## config.mk

```make
export PLATFORM = sky130hd
export DESIGN_NAME = joy_scanner
export DESIGN_NICKNAME = d
export VERILOG_FILES = /design/src/rtl/joy_pkg.sv /design/src/rtl/joy_tick_gen.sv /design/src/rtl/joy_scanner.sv
export SDC_FILE = /design/constraint.sdc
export NUM_CORES = 1
export LEC_CHECK = 0
export ABC_AREA = 1
export CELL_PAD_IN_SITES_DETAIL_PLACEMENT = 0
export CELL_PAD_IN_SITES_GLOBAL_PLACEMENT = 2
export CORE_MARGIN = 2
export CORE_UTILIZATION = 31
export CTS_CLUSTER_DIAMETER = 50
export DETAILED_ROUTE_END_ITERATION = 8
export PLACE_DENSITY_LB_ADDON = 0.25
export SETUP_SLACK_MARGIN = 0.3
export SYNTH_ARGS = -nofsm -noshare
export SYNTH_HDL_FRONTEND = slang
export SYNTH_SLANG_ARGS = --single-unit
```

## constraint.sdc

```tcl
create_clock -name sysclk -period 1.74 [get_ports sysclk]
set_input_delay 0.261 -clock sysclk [delete_from_list [all_inputs] [get_ports sysclk]]
set_output_delay 0.261 -clock sysclk [all_outputs]
set_load 0.01 [all_outputs]
```

## src/rtl/joy_pkg.sv

```systemverilog
// Shared definitions for the joystick shift-register scanner: FSM states,
// per-player button bit positions and the frame width.
package joy_pkg;

    localparam int unsigned FrameWidth = 16;

    // Button order within one player's byte of the serial frame.
    localparam int unsigned IdxUp    = 0;
    localparam int unsigned IdxDown  = 1;
    localparam int unsigned IdxLeft  = 2;
    localparam int unsigned IdxRight = 3;
    localparam int unsigned IdxFire1 = 4;
    localparam int unsigned IdxFire2 = 5;
    localparam int unsigned IdxFire3 = 6;
    localparam int unsigned IdxStart = 7;
    localparam int unsigned Joy2Base = 8;

    typedef enum logic [1:0] {
        StIdle,
        StLoad,
        StShift,
        StUpdate
    } joy_state_e;

endpackage

```

## src/rtl/joy_tick_gen.sv

```systemverilog
// Free-running 0..CLKDIV-1 divider producing a one-cycle scan tick on wrap.
// i_clr restarts the count so the update cycle adds exactly one sysclk per frame.
module joy_tick_gen #(
    parameter int unsigned CLKDIV = 14
) (
    input  logic sysclk,
    input  logic reset,
    input  logic i_clr,
    output logic o_tick
);

    localparam int unsigned CntW = $clog2(CLKDIV);
    localparam logic [CntW-1:0] CntMax = CntW'(CLKDIV - 1);

    logic [CntW-1:0] r_cnt;

    always_ff @(posedge sysclk) begin
        if (reset || i_clr) begin
            r_cnt <= '0;
        end else if (r_cnt == CntMax) begin
            r_cnt <= '0;
        end else begin
            r_cnt <= r_cnt + 1'b1;
        end
    end

    assign o_tick = (r_cnt == CntMax);

endmodule

```

## src/rtl/joy_scanner.sv

```systemverilog
// Scans two 8-button joysticks through an external parallel-in/serial-out chain.
// Define JOY_SCANNER_DEBOUNCE_EN to accept a frame only when it repeats the previous one.
module joy_scanner
    import joy_pkg::*;
#(
    parameter int unsigned CLKDIV = 14,
    parameter int unsigned GAP    = 64
) (
    input  logic sysclk,
    input  logic reset,
    input  logic joy_data,
    output logic joy_clk,
    output logic joy_load_n,
    output logic joy1up,
    output logic joy1down,
    output logic joy1left,
    output logic joy1right,
    output logic joy1fire1,
    output logic joy1fire2,
    output logic joy1fire3,
    output logic joy1start,
    output logic joy2up,
    output logic joy2down,
    output logic joy2left,
    output logic joy2right,
    output logic joy2fire1,
    output logic joy2fire2,
    output logic joy2fire3,
    output logic joy2start,
    output logic frame_done
);

    localparam logic [9:0] GapMax = 10'(GAP - 1);
    localparam logic [3:0] IdxLast = 4'(FrameWidth - 1);

    joy_state_e r_state, w_state_d;
    logic [9:0] r_gap, w_gap_d;
    logic [3:0] r_idx, w_idx_d;
    logic       r_phase, w_phase_d;
    logic       w_sample;
    logic       w_tick;
    logic       w_upd;
    logic       w_copy;

    logic [FrameWidth-1:0] r_shadow;
    logic [FrameWidth-1:0] r_joy;
    logic                  r_joy_clk;
    logic                  r_load_n;
    logic                  r_frame_done;

    joy_tick_gen #(
        .CLKDIV (CLKDIV)
    ) u_tick_gen (
        .sysclk (sysclk),
        .reset  (reset),
        .i_clr  (r_state == StUpdate),
        .o_tick (w_tick)
    );

    // r_phase: in LOAD marks the second tick, in SHIFT marks the joy_clk high half.
    always_comb begin
        w_state_d = r_state;
        w_gap_d   = r_gap;
        w_idx_d   = r_idx;
        w_phase_d = r_phase;
        w_sample  = 1'b0;
        unique case (r_state)
            StIdle: begin
                if (w_tick) begin
                    if (r_gap == GapMax) begin
                        w_state_d = StLoad;
                        w_gap_d   = '0;
                        w_phase_d = 1'b0;
                    end else begin
                        w_gap_d = r_gap + 10'd1;
                    end
                end
            end
            StLoad: begin
                if (w_tick) begin
                    if (r_phase) begin
                        w_state_d = StShift;
                        w_idx_d   = '0;
                        w_phase_d = 1'b0;
                    end else begin
                        w_phase_d = 1'b1;
                    end
                end
            end
            StShift: begin
                if (w_tick) begin
                    if (!r_phase) begin
                        w_sample  = 1'b1;
                        w_phase_d = 1'b1;
                    end else if (r_idx == IdxLast) begin
                        w_state_d = StUpdate;
                        w_idx_d   = '0;
                        w_phase_d = 1'b0;
                    end else begin
                        w_idx_d   = r_idx + 4'd1;
                        w_phase_d = 1'b0;
                    end
                end
            end
            StUpdate: begin
                w_state_d = StIdle;
            end
            default: begin
                w_state_d = StIdle;
            end
        endcase
    end

    // UPDATE lasts one cycle, so entering it is a single-cycle event.
    assign w_upd = (w_state_d == StUpdate);

`ifdef JOY_SCANNER_DEBOUNCE_EN
    logic [FrameWidth-1:0] r_prev;

    assign w_copy = w_upd && (r_shadow == r_prev);

    always_ff @(posedge sysclk) begin
        if (reset) begin
            r_prev <= '1;
        end else if (w_upd) begin
            r_prev <= r_shadow;
        end
    end
`else
    assign w_copy = w_upd;
`endif

    always_ff @(posedge sysclk) begin
        if (reset) begin
            r_state      <= StIdle;
            r_gap        <= '0;
            r_idx        <= '0;
            r_phase      <= 1'b0;
            r_shadow     <= '1;
            r_joy        <= '1;
            r_joy_clk    <= 1'b0;
            r_load_n     <= 1'b1;
            r_frame_done <= 1'b0;
        end else begin
            r_state      <= w_state_d;
            r_gap        <= w_gap_d;
            r_idx        <= w_idx_d;
            r_phase      <= w_phase_d;
            // Strobes derive from the next state so they align with it and never overlap.
            r_load_n     <= (w_state_d != StLoad);
            r_joy_clk    <= (w_state_d == StShift) && w_phase_d;
            r_frame_done <= w_copy;
            if (w_sample) begin
                r_shadow[r_idx] <= joy_data;
            end
            if (w_copy) begin
                r_joy <= r_shadow;
            end
        end
    end

    assign joy_clk    = r_joy_clk;
    assign joy_load_n = r_load_n;
    assign frame_done = r_frame_done;

    assign joy1up    = r_joy[IdxUp];
    assign joy1down  = r_joy[IdxDown];
    assign joy1left  = r_joy[IdxLeft];
    assign joy1right = r_joy[IdxRight];
    assign joy1fire1 = r_joy[IdxFire1];
    assign joy1fire2 = r_joy[IdxFire2];
    assign joy1fire3 = r_joy[IdxFire3];
    assign joy1start = r_joy[IdxStart];
    assign joy2up    = r_joy[Joy2Base + IdxUp];
    assign joy2down  = r_joy[Joy2Base + IdxDown];
    assign joy2left  = r_joy[Joy2Base + IdxLeft];
    assign joy2right = r_joy[Joy2Base + IdxRight];
    assign joy2fire1 = r_joy[Joy2Base + IdxFire1];
    assign joy2fire2 = r_joy[Joy2Base + IdxFire2];
    assign joy2fire3 = r_joy[Joy2Base + IdxFire3];
    assign joy2start = r_joy[Joy2Base + IdxStart];

endmodule

```

==> results.md <==
- Clock latency on the worst-skew pair: about 320 ps
- Number of warnings printed during yosys synthesis: 0
- Power per cell area: ~640 nW/µm²
- Number of vias per cell after detailed routing: 4.626
- Proportion of synthesized chip area in sequential cells: between 40% and 50%
- Critical path startpoint category: register
- Root Buffer: clkbuf_8
- Maximum clock skew at final layout: ~12 ps
- Cell count after synthesis: 331
- Routed length on met2: 3297 µm
- Startpoint-to-endpoint class of the critical path: register to register
- Library cell with the highest instance count after synthesis: nand3_1
- Final Setup Violations: 0
- Placer congestion estimate: 0.7718
- Endpoint of the worst hold path: u_tick_gen.r_cnt[0]
- Congestion Overflow GR: 0
- Highest routed layer: met4
- Async S/R FF share, synth: 0%
- Headroom to the max-slew limit: ~60%
- Final worst path period need: between 1500 and 2000 ps
- Count of standard-cell rows: 34
- Slowest cell on the critical path: dfxtp_2
- Drt wl/cell: around 13 µm
- Setup Total Neg Slack: 0 ps
- Unrepaired setup endpoints after global routing: yes
- Final antenna diode count: 0
- Depth of the worst hold-timing path: 1
- Portion of synthesized cell area occupied by the leading cell type: between 40% and 50%
- Cell repeated most along the worst path: nand3_4
- Detail Route met3 WL: between 100 and 150 µm
- Non-filler instance count after layout: a little under 500
- Post-Route M1 WL: about 3000 µm
- Number of global-route vias before repair: around 2300
- Worst reg2reg endpoint: r_joy[15]
- Total standard cell area after synthesis: roughly 2700 µm²
- Sum of buffers and inverters on the critical path: 2
- Top cells by count, synth: 61 x nand3_1, 56 x dfxtp_1, 50 x nand2_1
- Dominant delay contributor by cell family on the critical path: simple AND/OR/NAND/NOR gates
- Highest ir drop seen on vdd: 0.3172 mV
- Die footprint: between 9000 and 10000 µm²
- Number of enable-type register cells in the synthesized netlist: 0
- Buffers on Ports: 21
- Maximum number of buffers from clock root to sink: 2
- Crit path capture type: register
- Number of top-level pins: 22
- Total DRC errors in the routed layout: 0
- Net count after synthesis: 346
- Num CTS Buffers: 5
- Flop-to-flop setup slack: approximately 130 ps
- Number of DRC markers in iteration 0: 45
- Core ar.: about 8600 µm²
- H-tree depth: 2
- Number of nets with antenna violations after routing: 0
- Cell type contributing the most total cell area after synthesis: dfxtp_1
- Flip-flop and latch count after synthesis: between 50 and 60
- Average cell area after synthesis: 8.237 µm²
- Effective utilization at floorplan: a little under a third
- Synth area leaders: dfxtp_1 41%, nand3_1 11%, nand2_1 6.9%, ha_1 5.5%, nand2_4 5.0%
- Max-cap violation count: 0
- Placed instance count: roughly 470
- Area growth syn-to-layout: 38.04%
- Post-Route Hold Slack: roughly 460 ps
- Worst reg2reg path depth: 10
- Overall die width: 97.78 µm
- Worst endpoint data arrival time: 1830 ps
- Drt pass-1 iters: 4
- Worst min-delay path class: register to register
- Final-report max-slew violation count: 0
- Clock-pin transition on the worst setup and hold timing paths: between 100 and 150 ps
- Total number of clock tree sinks: 56
- Layout cells sized above 1: around two fifths
- CP Data Required Time: approximately 2000 ps
- Unique cell type count in the Yosys netlist: 31
- Final WL: approximately 6500 µm
- Critical path origin: u_tick_gen.r_cnt[1]
- Top flip-flop cell by instance count after synthesis: dfxtp_1
- Part of the cycle the worst path needs: between 90 and 100%
- Max FO, Critical Path: 8
- CP Cell Sequence: inv_2 > ha_4 > nand3_4 > nor2_4 > nand4_1 > nand3_4 > buf_12 > nand2_8 > nand2_4 > nand3_2
- Wire length of the first global-routing pass: 10860 µm
- Standby leakage power: 1.437 nW
- Fmax: about 620 MHz
- Transition at the pin with the smallest max-transition slack: about 600 ps
- Run status: complete, no violations
- Origin of the critical flop-to-flop path: u_tick_gen.r_cnt[1]
- Total Routing Usage GR: between 10 and 15%
- Chip Height: around 98 µm
- Largest net degree at the start of global routing: 19
- Final Net Count: around 400
- Antenna violations before repair: 0
- Hold violation count in the final report: 0
- Critical hold path startpoint: u_tick_gen.r_cnt[0]
- Longest individual stage delay on the worst path: around 340 ps
- CTS tree: built
- Count of vias placed by the detailed router: between 2000 and 2500
- Half-perimeter wire length after placement: 4388 µm
[area by class of cell]
| cell class | count | area [µm²] |
|---|---|---|
| clock buffer | 5 | 68.82 |
| timing repair buffer | 58 | 568.0 |
| tap | 108 | 135.1 |
| multi-input combinational | 230 | 1623 |
| clock inverter | 3 | 68.82 |
| inverter | 37 | 151.4 |
| sequential | 56 | 1149 |
| fill | 888 | 4872 |
[timing repair]
action | CTS | global route
endpoints found under the setup margin | 64 | 52
gates resized for setup | 59 | 51
gates cloned | 1 | 1
hold buffers | 0 | 0
buffers inserted | 11 | 8
pin swaps | 3 | 12
[worst max-delay path by stage]
stage	end	cells past startpoint	slack, ps
6_report	r_joy[15]	10	130
5_1_grt	r_joy[3]	11	1
4_1_cts	r_joy[4]	10	120
3_5_place_dp	r_joy[3]	11	20
3_3_place_gp	r_joy[5]	11	40
2_1_floorplan	r_joy[10]	10	170
[cells by family after synthesis]
group,synth area share [%]
AO/OA/AOI/OAI,5.737
XOR/XNOR,1.285
adder cells (fa/ha/maj),5.507
buffers and inverters,7.755
flip-flops,41.12
AND/OR/NAND/NOR,38.60
[per-layer routing]
metal / global-route usage (%) / vias to the layer above
met2: 25.57 / 25
li1: - / 1199
met5: 0 / -
met4: 3.739 / 0
met1: 17.00 / 1069
met3: 2.362 / 6
[through the flow]
step                setup slack [ps]  power [W]  utilization (%)  cell area [µm²]
CTS                            120.5   0.002451            40.83             3526
finish                         127.8   0.002401            43.58             3764
floorplan                      169.2   0.001363                -             2758
global route                   1.179   0.002500            43.58             3764
detailed placement             18.63   0.001391            36.57             3158
global placement               43.71   0.001389            36.57             3158
[cell usage in the layout (no fill, tap or decap), types with 4 or more instances in the layout]
cell type / synthesis / final
nand3_1: 61 / 59
dfxtp_1: 56 / 40
nand2_1: 50 / 34
inv_1: 33 / 24
buf_4: 0 / 23
dlygate4sd2_1: 0 / 17
nor2_1: 24 / 16
nand2_4: 12 / 15
nand2_2: 0 / 13
nand3_2: 11 / 13
dfxtp_2: 0 / 13
inv_2: 4 / 10
o21ai_1: 3 / 9
buf_6: 2 / 9
nor2_2: 4 / 7
nor3_1: 11 / 7
ha_1: 12 / 7
nor2_4: 1 / 6
a21oi_1: 8 / 6
clkbuf_8: 0 / 5
o21ai_2: 0 / 4
nor3_2: 0 / 4
o21ai_0: 14 / 4
[report_power, final]
part	switching (W)	total [W]	internal, W	leakage (nW)
clock	0.000460	0.00104	0.000580	0.0687
sequential	0.00000638	0.00129	0.00128	0.451
combinational	0.0000434	0.0000710	0.0000277	0.917
[flip-flops by register name (all words and copies together) (netlist names)]
register / cells
r_phase: 1
r_idx: 4
r_gap: 10
joy_clk: 1
frame_done: 1
joy_load_n: 1
u_tick_gen.r_cnt: 4
r_shadow: 16
r_joy: 16
r_state: 2
Power figures use the tool's default switching activity.
